===== src/rtl/timer_irq_ctrl.sv =====
`default_nettype none
// ============================================================================
// Module      : timer_irq_ctrl
// Description : Interrupt aggregator for the timer / watchdog event sources.
//               Latches single-cycle event pulses into pending bits, applies
//               per-source enables, tracks sticky overflows, counts irq
//               rising edges and drives one registered level interrupt.
//               Bus register window at BASE_ADDR (offsets in addr[7:0]):
//                 0x00 PENDING (R/W1C)  0x04 ENABLE (R/W)  0x08 STATUS (R)
//                 0x0C OVERFLOW (R/W1C) 0x10 IRQ_CNT (R, 16-bit)
//               Optional macro IRQ_EVCNT_EN adds 8-bit saturating per-source
//               event counters at 0x20 + 4*i, cleared by a hit read.
// Ports       : clk    bus clock
//               rst_n  synchronous active-low reset
//               addr   bus address          wdata  bus write data
//               we     write strobe         re     read strobe
//               rdata  registered read data
//               evt    event pulses (N_SRC bits, synchronous to clk)
//               irq    registered level interrupt request
// Revision    : 1.0 - initial release
// ============================================================================
module timer_irq_ctrl #(
    parameter int          N_SRC     = 8,
    parameter logic [31:0] BASE_ADDR = 32'h0000_0100
) (
    input  logic             clk,
    input  logic             rst_n,
    input  logic [31:0]      addr,
    input  logic [31:0]      wdata,
    input  logic             we,
    input  logic             re,
    output logic [31:0]      rdata,
    input  logic [N_SRC-1:0] evt,
    output logic             irq
);

    localparam logic [7:0] c_OFF_PENDING  = 8'h00;
    localparam logic [7:0] c_OFF_ENABLE   = 8'h04;
    localparam logic [7:0] c_OFF_STATUS   = 8'h08;
    localparam logic [7:0] c_OFF_OVERFLOW = 8'h0C;
    localparam logic [7:0] c_OFF_IRQ_CNT  = 8'h10;

    logic             w_hit;
    logic [7:0]       w_off;
    logic             w_rd;
    logic             w_wr_pend;
    logic             w_wr_en;
    logic             w_wr_ovf;
    logic [N_SRC-1:0] w_pend_clr;
    logic [N_SRC-1:0] w_ovf_clr;
    logic [N_SRC-1:0] w_ovf_set;
    logic [N_SRC-1:0] w_pend_next;
    logic [N_SRC-1:0] w_ovf_next;
    logic             w_irq_next;
    logic [31:0]      w_rd_mux;
    logic             w_unused;

    logic [N_SRC-1:0] r_pend;
    logic [N_SRC-1:0] r_enable;
    logic [N_SRC-1:0] r_ovf;
    logic             r_irq;
    logic [15:0]      r_irq_cnt;
    logic [31:0]      r_rdata;

    assign w_hit     = (addr[31:8] == BASE_ADDR[31:8]);
    assign w_off     = addr[7:0];
    assign w_rd      = re & w_hit;
    assign w_wr_pend = we & w_hit & (w_off == c_OFF_PENDING);
    assign w_wr_en   = we & w_hit & (w_off == c_OFF_ENABLE);
    assign w_wr_ovf  = we & w_hit & (w_off == c_OFF_OVERFLOW);

    // Upper wdata bits beyond N_SRC are intentionally ignored.
    assign w_unused  = ^wdata;

    assign w_pend_clr  = w_wr_pend ? wdata[N_SRC-1:0] : '0;
    assign w_ovf_clr   = w_wr_ovf  ? wdata[N_SRC-1:0] : '0;

    // A new event always wins over a same-cycle W1C.
    assign w_pend_next = (r_pend & ~w_pend_clr) | evt;

    // An event landing on an already pending bit is an overflow, unless the
    // software is clearing that bit in the very same cycle (then the event
    // simply re-arms it and nothing was lost).
    assign w_ovf_set   = evt & r_pend & ~w_pend_clr;
    assign w_ovf_next  = (r_ovf & ~w_ovf_clr) | w_ovf_set;

    assign w_irq_next  = |(r_pend & r_enable);

`ifdef IRQ_EVCNT_EN
    logic [N_SRC-1:0]      w_evcnt_sel;
    logic [N_SRC-1:0][7:0] w_evcnt_val;
    logic                  w_evcnt_hit;
    logic [7:0]            w_evcnt_rd;

    genvar gi;
    generate
        for (gi = 0; gi < N_SRC; gi++) begin : g_evcnt
            logic [7:0] r_cnt;

            assign w_evcnt_sel[gi] = (w_off == 8'(32'h20 + 4 * gi));
            assign w_evcnt_val[gi] = r_cnt;

            // Read-to-clear; an event coinciding with the clearing read is
            // counted so it is not lost.
            always_ff @(posedge clk) begin
                if (!rst_n) begin
                    r_cnt <= 8'd0;
                end else if (w_rd && w_evcnt_sel[gi]) begin
                    r_cnt <= evt[gi] ? 8'd1 : 8'd0;
                end else if (evt[gi] && (r_cnt != 8'hFF)) begin
                    r_cnt <= r_cnt + 8'd1;
                end
            end
        end
    endgenerate

    assign w_evcnt_hit = |w_evcnt_sel;

    always_comb begin
        w_evcnt_rd = 8'd0;
        for (int i = 0; i < N_SRC; i++) begin
            if (w_evcnt_sel[i]) begin
                w_evcnt_rd = w_evcnt_val[i];
            end
        end
    end
`endif

    // Read mux samples the current (pre-update) register contents.
    always_comb begin
        w_rd_mux = 32'd0;
        case (w_off)
            c_OFF_PENDING:  w_rd_mux[N_SRC-1:0] = r_pend;
            c_OFF_ENABLE:   w_rd_mux[N_SRC-1:0] = r_enable;
            c_OFF_STATUS:   w_rd_mux[N_SRC-1:0] = r_pend & r_enable;
            c_OFF_OVERFLOW: w_rd_mux[N_SRC-1:0] = r_ovf;
            c_OFF_IRQ_CNT:  w_rd_mux[15:0]      = r_irq_cnt;
            default: begin
`ifdef IRQ_EVCNT_EN
                if (w_evcnt_hit) begin
                    w_rd_mux[7:0] = w_evcnt_rd;
                end
`endif
            end
        endcase
    end

    always_ff @(posedge clk) begin
        if (!rst_n) begin
            r_pend    <= '0;
            r_enable  <= '0;
            r_ovf     <= '0;
            r_irq     <= 1'b0;
            r_irq_cnt <= 16'd0;
            r_rdata   <= 32'd0;
        end else begin
            r_pend <= w_pend_next;
            r_ovf  <= w_ovf_next;
            r_irq  <= w_irq_next;
            if (w_wr_en) begin
                r_enable <= wdata[N_SRC-1:0];
            end
            if (w_irq_next && !r_irq) begin
                r_irq_cnt <= r_irq_cnt + 16'd1;
            end
            if (w_rd) begin
                r_rdata <= w_rd_mux;
            end
        end
    end

    assign rdata = r_rdata;
    assign irq   = r_irq;

endmodule
`default_nettype wire


===== config.mk =====
export PLATFORM = sky130hd
export DESIGN_NAME = timer_irq_ctrl
export DESIGN_NICKNAME = d
export VERILOG_FILES = /design/src/rtl/timer_irq_ctrl.sv
export SDC_FILE = /design/constraint.sdc
export NUM_CORES = 1
export LEC_CHECK = 0
export BUFFER_PORTS_ARGS = -buffer_cell sky130_fd_sc_hd__buf_4
export CAP_MARGIN = 20
export CORE_ASPECT_RATIO = 0.9
export CORE_MARGIN = 2
export CORE_UTILIZATION = 45
export DETAILED_ROUTE_END_ITERATION = 10
export PLACE_DENSITY = 0.87
export SYNTH_ARGS = -nofsm -noshare
export SYNTH_HDL_FRONTEND = slang
export SYNTH_SLANG_ARGS = --single-unit

===== constraint.sdc =====
create_clock -name clk -period 1.5 [get_ports clk]
set_clock_uncertainty 0.05 [all_clocks]
set_input_delay 0.15 -clock clk [delete_from_list [all_inputs] [get_ports clk]]
set_output_delay 0.15 -clock clk [all_outputs]
set_load 0.1 [all_outputs]

* Word level (Yosys, flattened, before mapping)
Index checks and enable logic that the tools add are counted.
** Word-level totals
- Output and inout port bits :: 33
- Logic and storage cells :: 34
- Flip-flop bits (word level) :: 57
- Input port bits :: 76
** Cells by class
- Bitwise gates (word level) :: 14
- Equal/unequal tests :: 5
- Reduce and logical (&&, ||, !) cells :: 4
- Mux-type cells :: 4
- $add $sub $neg :: 1
** Operators with widths (number)
- $and 8x8->8 :: 5
- $pmux 8 s5 :: 1
- $eq 24x1->1 const B :: 1
- $mux 8 :: 3
- $add 16x1->16 const B :: 1
- $eq 8x4->1 const B :: 2
- $not 8->8 :: 2
- $or 8x8->8 :: 2
- $eq 8x3->1 const B :: 1
- $eq 8x5->1 const B :: 1
- $logic_not 8->1 :: 1
- $reduce_or 8->1 :: 1
- $and 1x1->1 :: 5
- $logic_and 1x1->1 :: 1
- $logic_not 1->1 :: 1

* Depth between registers and ports, before layout
Gate-level depths: netlist of the first run.
- Word-level depth :: 7
- Gate-level depth with buffers :: 7
- Gate-level depth less buffers :: 5

* Least setup slack after synthesis of the first run
OpenSTA, ideal clock, no wires.
- Path kind :: flip-flop to flip-flop
- From :: reg r_irq, in the netlist irq
- To :: reg r_irq_cnt[15]
- Path buffers :: 0
- Period minus slack after synthesis :: 1971 ps
- Setup slack :: -471 ps
- Data arrival time :: 1850 ps
- Data required time :: 1380 ps
- Library setup time :: 70 ps
- Stages on the path, launching flop included :: 5
- Path through :: dfxtp_1 > a41oi_4 > nand4_2 > or4_1 > a21oi_1
** On the way
- Longest elaborated chain between the ends :: 2
** RTL lines
- start: declaration :: line 61 : logic r_irq;
- start signal: assignment :: line 159 : r_irq <= w_irq_next;
- $logic_not 1->1 :: line 163 : if (w_irq_next && !r_irq) begin
- $logic_and 1x1->1 :: line 163
- end signal: assignment :: line 164 : r_irq_cnt <= r_irq_cnt + 16'd1;
- end: declaration :: line 62 : logic [15:0] r_irq_cnt;
No other way between the ends.
A chain may end at the register's enable or synchronous reset.

* Worst setup path in the final report of the first run
- From :: reg r_enable[2]
- To :: reg r_irq_cnt[6]
** On the way
- Longest elaborated chain between the ends :: 3
** RTL lines
- start: declaration :: line 59 : logic [N_SRC-1:0] r_enable;
- start signal: assignment :: line 161 : r_enable <= wdata[N_SRC-1:0];
- $and 8x8->8 :: line 87 : assign w_irq_next = |(r_pend & r_enable);
- $reduce_or 8->1 :: line 87
- $logic_and 1x1->1 :: line 163
No other way between the ends.

==> flow_metrics.py, run 1 <==
metrics = {
    "status": {
        "outcome": "finished, violations left",
        "violations": "setup timing",
    },
    "finish": {
        "nNetsFinal": 551,
        "final_cell_mix": "122 x buf_4, 39 x nor2_1, 39 x dfxtp_1, 35 x nand2_1, 24 x o21ai_0",
        "area_growth_pct": 43.57,
        "multi_input_area_mm2": 0.001727,
        "antenna_cells": 0,
        "regArea_mm2": 0.001166,
        "fillers": 501,
        "layout_commonest_cell": "buf_4",
        "drive_above_1_share_pct": 39.87,
        "final_util_pct": 66.14,
    },
    "worst_setup_path": {
        "r2r_start": "r_enable[2]$_SDFFE_PN0P_",
        "endpoint_kind": "flop",
        "regToRegSetupSlack_ns": -0.12,
        "critPathKind": "flop to flop",
        "rr_endpoint": "r_irq_cnt[6]$_SDFFE_PN0P_",
        "start_kind": "flop",
        "crit_required_ns": 1.68,
        "slowest_stage": "dfxtp_2",
        "cp_max_fo": 4,
        "worstPathCellList": "a22oi_2 -> a41oi_4 -> buf_4 -> buf_6 -> nand4_1 -> xor2_1 -> nor2_1",
        "critPathMaxStageDelay_ns": 0.33,
        "r2r_cells": 7,
        "cp_data_arrival_time_ns": 1.80,
    },
    "worst_hold_path": {
        "hold-path-endpoint": "r_pend[4]$_SDFF_PN0_",
        "min-delay-start": "wdata[4]",
        "hold_path.class": "primary input to flop",
        "hold_path_depth": 2,
    },
    "detailed_routing": {
        "wl_per_cell_um": 15.17,
        "drtIter0Drc": 203,
        "vias": 3057,
        "firstDrtPassIters": 4,
        "drc": 0,
        "ant_nets": 0,
        "drt-total-wl_um": 8630,
        "vias_per_cell": 5.373,
    },
    "die": {
        "rows": 28,
        "die-area_mm2": 0.007378,
        "die_x_um": 90.32,
        "start_util_pct": 46.07,
        "core_mm2": 0.006551,
        "die_h_um": 81.69,
        "ios": 109,
    },
    "logic_synthesis": {
        "synthDistinctLibCells": 45,
        "avgSynthCellArea_um2": 8.647,
        "synth_cells": 349,
        "ys_seq_area_share_pct": 37.81,
        "ys_warn_count": 0,
        "ys_ff_latch": 57,
        "syn-cell-area_mm2": 0.003018,
    },
    "placement": {
        "gp_congestion": 0.8715,
        "dp_slack_ns": -0.2807,
        "numPortBuffers": 68,
        "dpl.hpwl_um": 6071,
    },
    "grt": {
        "grt_max_degree": 20,
        "first_global_vias": 2938,
        "track_usage_pct": 23.20,
        "antenna_found_initial": 0,
        "grtUsageMet3_pct": 5.688,
        "grt_most_used_layer": "met2",
        "grt_pass1_wl_um": 13620,
        "use_met2_pct": 42.26,
        "grt_use_met1_pct": 26.63,
        "grt-ovfl-total": 0,
    },
    "timing": {
        "rsz0062_at_grt": "true",
        "setup_ws_ns": -0.1200,
        "fin_crit_sh_pct": 108.0,
        "maxSlewViolCount": 0,
        "tightest_slew_ns": 0.6936,
        "min_period_ns": 1.620,
        "setup_viol": 9,
        "fmax_mhz": 617.3,
        "finalHoldViolations": 0,
        "slew_headroom_pct": 53.59,
    },
    "clock_tree": {
        "clk_latency_ns": 0.34,
        "path_clk_slew_ns": 0.07,
        "cts_num_sinks": 57,
        "cts_buffers": 9,
        "htree_num_levels": 3,
        "tritoncts": "built",
        "cts_root_buffer": "clkbuf_8",
        "clockBufferDepth": 2,
    },
    "power_and_ir_drop": {
        "peakVddDrop_mv": 0.4597,
        "p_leak_uw": 0.001812,
        "power_density_mw_per_mm2": 862.6,
    },
    "run": {
        "maxCapViolCount": 0,
    },
}
==> registers in the layout, summed over array words and instances, names as in the netlist <==
signal	flops
r_irq_cnt	16
r_pend	8
irq	1
r_ovf	8
rdata	16
r_enable	8
==> power breakdown <==
group	total, uW	leakage, uW	internal, uW	switching (uW)
registers	1590	0.000471	1560	32.9
logic	604	0.00124	214	391
clock network	1540	0.000105	900	643
==> synthesized netlist by cell type (all sizes together) <==
master / number / area (um2)
nand3: 23 / 115.1
nor3: 3 / 37.53
and3: 4 / 26.28
o31ai: 1 / 7.510
or4: 1 / 7.510
mux2i: 3 / 30.03
and2: 2 / 12.51
nand4: 11 / 126.4
nor4b: 2 / 47.55
nor3b: 1 / 7.510
ha: 1 / 12.51
a31oi: 9 / 71.32
nand2b: 1 / 6.260
clkbuf: 12 / 45.04
a41oi: 10 / 106.4
a22oi: 4 / 40.03
nand2: 36 / 137.6
a221o: 2 / 20.02
a32o: 6 / 60.06
o21ai: 25 / 125.1
xor2: 5 / 43.79
inv: 19 / 71.32
a21oi: 13 / 65.06
buf: 22 / 165.2
or3: 3 / 18.77
dfxtp: 57 / 1141
nor2: 41 / 161.4
conb: 1 / 3.750
nor4: 17 / 185.2
xnor2: 4 / 35.03
o21bai: 2 / 15.01
o2bb2ai: 8 / 70.07
==> kinds of logic after synthesis <==
family,Yosys count,share of synthesized area (%)
xor gates and xnor gates,9,2.612
muxes,3,0.9951
and+or+nand+nor,145,29.48
adders and majority gates,1,0.4145
other,1,0.1243
DFF,57,37.81
buffers and inverters,53,9.328
AOI/OAI and AO/OA,80,19.24
==> metrics by stage <==
stage | cells | setup TNS (ns) | total power, uW | hold WS [ns] | area, um2
2_1_floorplan | 364 | -0.4332 | 2007 | 0.2145 | 3110
3_3_place_gp | 538 | -4.621 | 2186 | 0.3359 | 3904
3_5_place_dp | 538 | -6.982 | 2201 | 0.3421 | 3904
4_1_cts | 564 | -0.3959 | 3731 | 0.0005425 | 4253
5_1_grt | 569 | -1.634 | 3844 | 0.01022 | 4333
6_report | 569 | -0.7227 | 3738 | 0.001078 | 4333
==> worst max path at each step <==
| stage | from | endpoint | slack, ns | cells after the start |
|---|---|---|---|---|
| 3_5_place_dp | addr[21] | r_ovf[0]$_SDFF_PN0_ | -0.28 | 7 |
| 3_3_place_gp | addr[13] | r_ovf[0]$_SDFF_PN0_ | -0.20 | 7 |
| 6_report | r_enable[2]$_SDFFE_PN0P_ | r_irq_cnt[6]$_SDFFE_PN0P_ | -0.12 | 7 |
| 5_1_grt | r_pend[0]$_SDFF_PN0_ | r_irq_cnt[14]$_SDFFE_PN0P_ | -0.23 | 6 |
| 4_1_cts | r_pend[4]$_SDFF_PN0_ | r_irq_cnt[15]$_SDFFE_PN0P_ | -0.11 | 5 |
| 2_1_floorplan | irq$_SDFF_PN0_ | r_irq_cnt[11]$_SDFFE_PN0P_ | -0.09 | 5 |
==> layout make-up <==
| cell class | count | share of cell area, % |
|---|---|---|
| Multi-Input combinational cell | 254 | 39.85 |
| Timing Repair Buffer | 133 | 24.03 |
| Clock buffer | 12 | 3.812 |
| Inverter | 19 | 1.646 |
| Sequential cell | 57 | 26.91 |
| Tap cell | 90 | 2.599 |
| Clock inverter | 4 | 1.155 |
==> metal layers <==
| layer | vias to the layer above | share of wire (%) |
|---|---|---|
| li1 | 1479 | - |
| met1 | 1433 | 42 |
| met2 | 131 | 48 |
| met3 | 14 | 8.2 |
| met4 | 0 | 1.7 |
| met5 | - | 0 |
==> worst max-delay path: cells and delay by family (launching register included) <==
kind | cells | cell delay, ns
buf+inv | 2 | 0.30
compound gates | 2 | 0.49
xor+xnor | 1 | 0.18
flops | 1 | 0.33
simple gates | 2 | 0.18
==> repair_timing <==
item,4_1_cts,5_1_grt
buffers inserted,4,5
setup endpoints to repair,13,19
resized for setup,10,13
endpoints found under the hold margin,6,0
hold buffers,6,0
pin swaps,3,12
No activity file was read; power rests on OpenSTA's default activity.
==> run 2: changes to the inputs <==
--- a/config.mk
+++ b/config.mk
@@ -11,6 +11,7 @@
 export CORE_MARGIN = 2
 export CORE_UTILIZATION = 45
 export DETAILED_ROUTE_END_ITERATION = 10
+export MAX_ROUTING_LAYER = met4
 export PLACE_DENSITY = 0.87
 export SYNTH_ARGS = -nofsm -noshare
 export SYNTH_HDL_FRONTEND = slang
==> flow_metrics.py, run 2 (synthesized netlist as in run 1, its figures left out) <==
metrics = {
    "power_and_ir_drop": {
        "swShare_pct": 27.59,
        "pwr-share-comb_pct": 15.9,
        "p_leak_uw": 0.001826,
        "power_density_mw_per_mm2": 889.8,
        "power_uw": 3869,
        "p_switching_uw": 1068,
        "p_int_uw": 2801,
        "peakVddDrop_mv": 0.4609,
        "power_frac_seq_pct": 41.1,
        "clkPwrFrac_pct": 42.9,
    },
    "detailed_routing": {
        "drt-total-wl_um": 8692,
        "vias": 3136,
        "drtIter0Drc": 208,
        "firstDrtPassIters": 4,
        "ant_nets": 0,
        "drc": 0,
        "vias_per_cell": 5.511,
        "wl_per_cell_um": 15.28,
    },
    "finish": {
        "final_cell_mix": "121 x buf_4, 39 x nor2_1, 39 x dfxtp_1, 34 x nand2_1, 25 x o21ai_0",
        "layout_commonest_cell": "buf_4",
        "antenna_cells": 0,
        "drive_above_1_share_pct": 40.08,
        "nNetsFinal": 551,
        "final_util_pct": 66.37,
        "area_growth_pct": 44.07,
        "fillers": 521,
    },
    "worst_setup_path": {
        "critPathKind": "flop to flop",
        "regToRegSetupSlack_ns": -0.12,
        "r2r_start": "r_pend[7]$_SDFF_PN0_",
        "start_kind": "flop",
        "crit_required_ns": 1.74,
        "startpoint": "r_pend[7]$_SDFF_PN0_",
        "rr_endpoint": "r_irq_cnt[15]$_SDFFE_PN0P_",
        "cp_max_fo": 5,
        "cp_data_arrival_time_ns": 1.85,
        "endpoint_kind": "flop",
        "r2r_cells": 5,
        "crit_end": "r_irq_cnt[15]$_SDFFE_PN0P_",
    },
    "clock_tree": {
        "path_clk_slew_ns": 0.07,
        "cts_num_sinks": 57,
        "clockBufferDepth": 2,
        "clk_latency_ns": 0.35,
        "tritoncts": "built",
        "cts_buffers": 9,
        "htree_num_levels": 3,
        "cts_root_buffer": "clkbuf_8",
    },
    "status": {
        "violations": "setup timing",
        "outcome": "finished, violations left",
    },
    "timing": {
        "fin_crit_sh_pct": 107.9,
        "setup_viol": 8,
        "tightest_slew_ns": 0.6531,
        "maxSlewViolCount": 0,
        "finalHoldViolations": 0,
        "slew_headroom_pct": 56.30,
        "fmax_mhz": 617.8,
        "setup_ws_ns": -0.1185,
        "rsz0062_at_grt": "true",
        "min_period_ns": 1.619,
    },
    "grt": {
        "grt_pass1_wl_um": 13940,
        "grt-ovfl-total": 0,
        "grt_max_degree": 20,
        "first_global_vias": 2981,
        "track_usage_pct": 24.61,
        "antenna_found_initial": 0,
    },
    "run": {
        "maxCapViolCount": 0,
    },
    "placement": {
        "numPortBuffers": 68,
        "gp_congestion": 0.8681,
        "dpl.hpwl_um": 6094,
    },
    "die": {
        "start_util_pct": 46.07,
        "core_mm2": 0.006551,
        "rows": 28,
        "die_x_um": 90.32,
        "ios": 109,
        "die-area_mm2": 0.007378,
        "die_h_um": 81.69,
    },
    "worst_hold_path": {
        "hold_path.class": "primary input to flop",
    },
}
==> run 2: how the worst min path moves through the flow <==
stage,startpoint,end,cells past startpoint
6_report,evt[2],r_pend[2]$_SDFF_PN0_,3
3_5_place_dp,wdata[6],r_pend[6]$_SDFF_PN0_,2
5_1_grt,evt[5],r_pend[5]$_SDFF_PN0_,3
2_1_floorplan,wdata[4],r_pend[4]$_SDFF_PN0_,1
3_3_place_gp,wdata[4],r_pend[4]$_SDFF_PN0_,2
4_1_cts,evt[6],r_pend[6]$_SDFF_PN0_,3
==> run 2: final cells by class <==
| class | count | area (um2) | area share [%] |
|---|---|---|---|
| sequential | 57 | 1166 | 26.82 |
| tap | 90 | 112.6 | 2.590 |
| inverter | 19 | 71.32 | 1.640 |
| clock buffer | 11 | 151.4 | 3.482 |
| multi-input combinational | 254 | 1727 | 39.71 |
| timing repair buffer | 133 | 1042 | 23.97 |
| clock inverter | 5 | 77.57 | 1.784 |
==> run 2: worst max-delay path, stage by stage, from the launching register on <==
cell and delay (ns):
dfxtp_1 0.35, a22oi_2 0.09, a41oi_4 0.31, nand4_4 0.18
or4_4 0.45, a21oi_2 0.12
==> run 2: repair_timing <==
item / CTS / global route
endpoints found under the hold margin: 11 / 0
resized for setup: 12 / 11
setup endpoints to repair: 6 / 20
hold buffers: 8 / 0
setup buffers: 1 / 3
pin swaps: 3 / 13
==> run 2: per-stage QoR <==
step	TNS, ns	area [um2]	setup slack (ns)	hold slack (ns)	cells
global placement	-4.841	3926	-0.1921	0.3311	541
detailed placement	-6.789	3926	-0.2938	0.3417	541
CTS	-0.2525	4287	-0.09291	0.03821	566
floorplan	-0.4332	3110	-0.08562	0.2145	364
finish	-0.4427	4348	-0.1185	0.05200	569
global route	-1.067	4348	-0.1856	0.06473	569
==> run 2: power groups by stage <==
stage	Combinational (uW)	Clock, uW	Sequential, uW
6_report	616	1660	1590
5_1_grt	659	1750	1600
4_1_cts	608	1680	1590
3_5_place_dp	586	0	1620
3_3_place_gp	573	0	1620
2_1_floorplan	388	0	1620
==> run 2: routing by layer <==
metal	share of wire [%]	up-vias	GRT usage, %
li1	-	1481	-
met1	42	1484	28.20
met2	48	144	41.05
met3	6.8	27	5.780
met4	3.0	0	12.77
met5	0	-	-
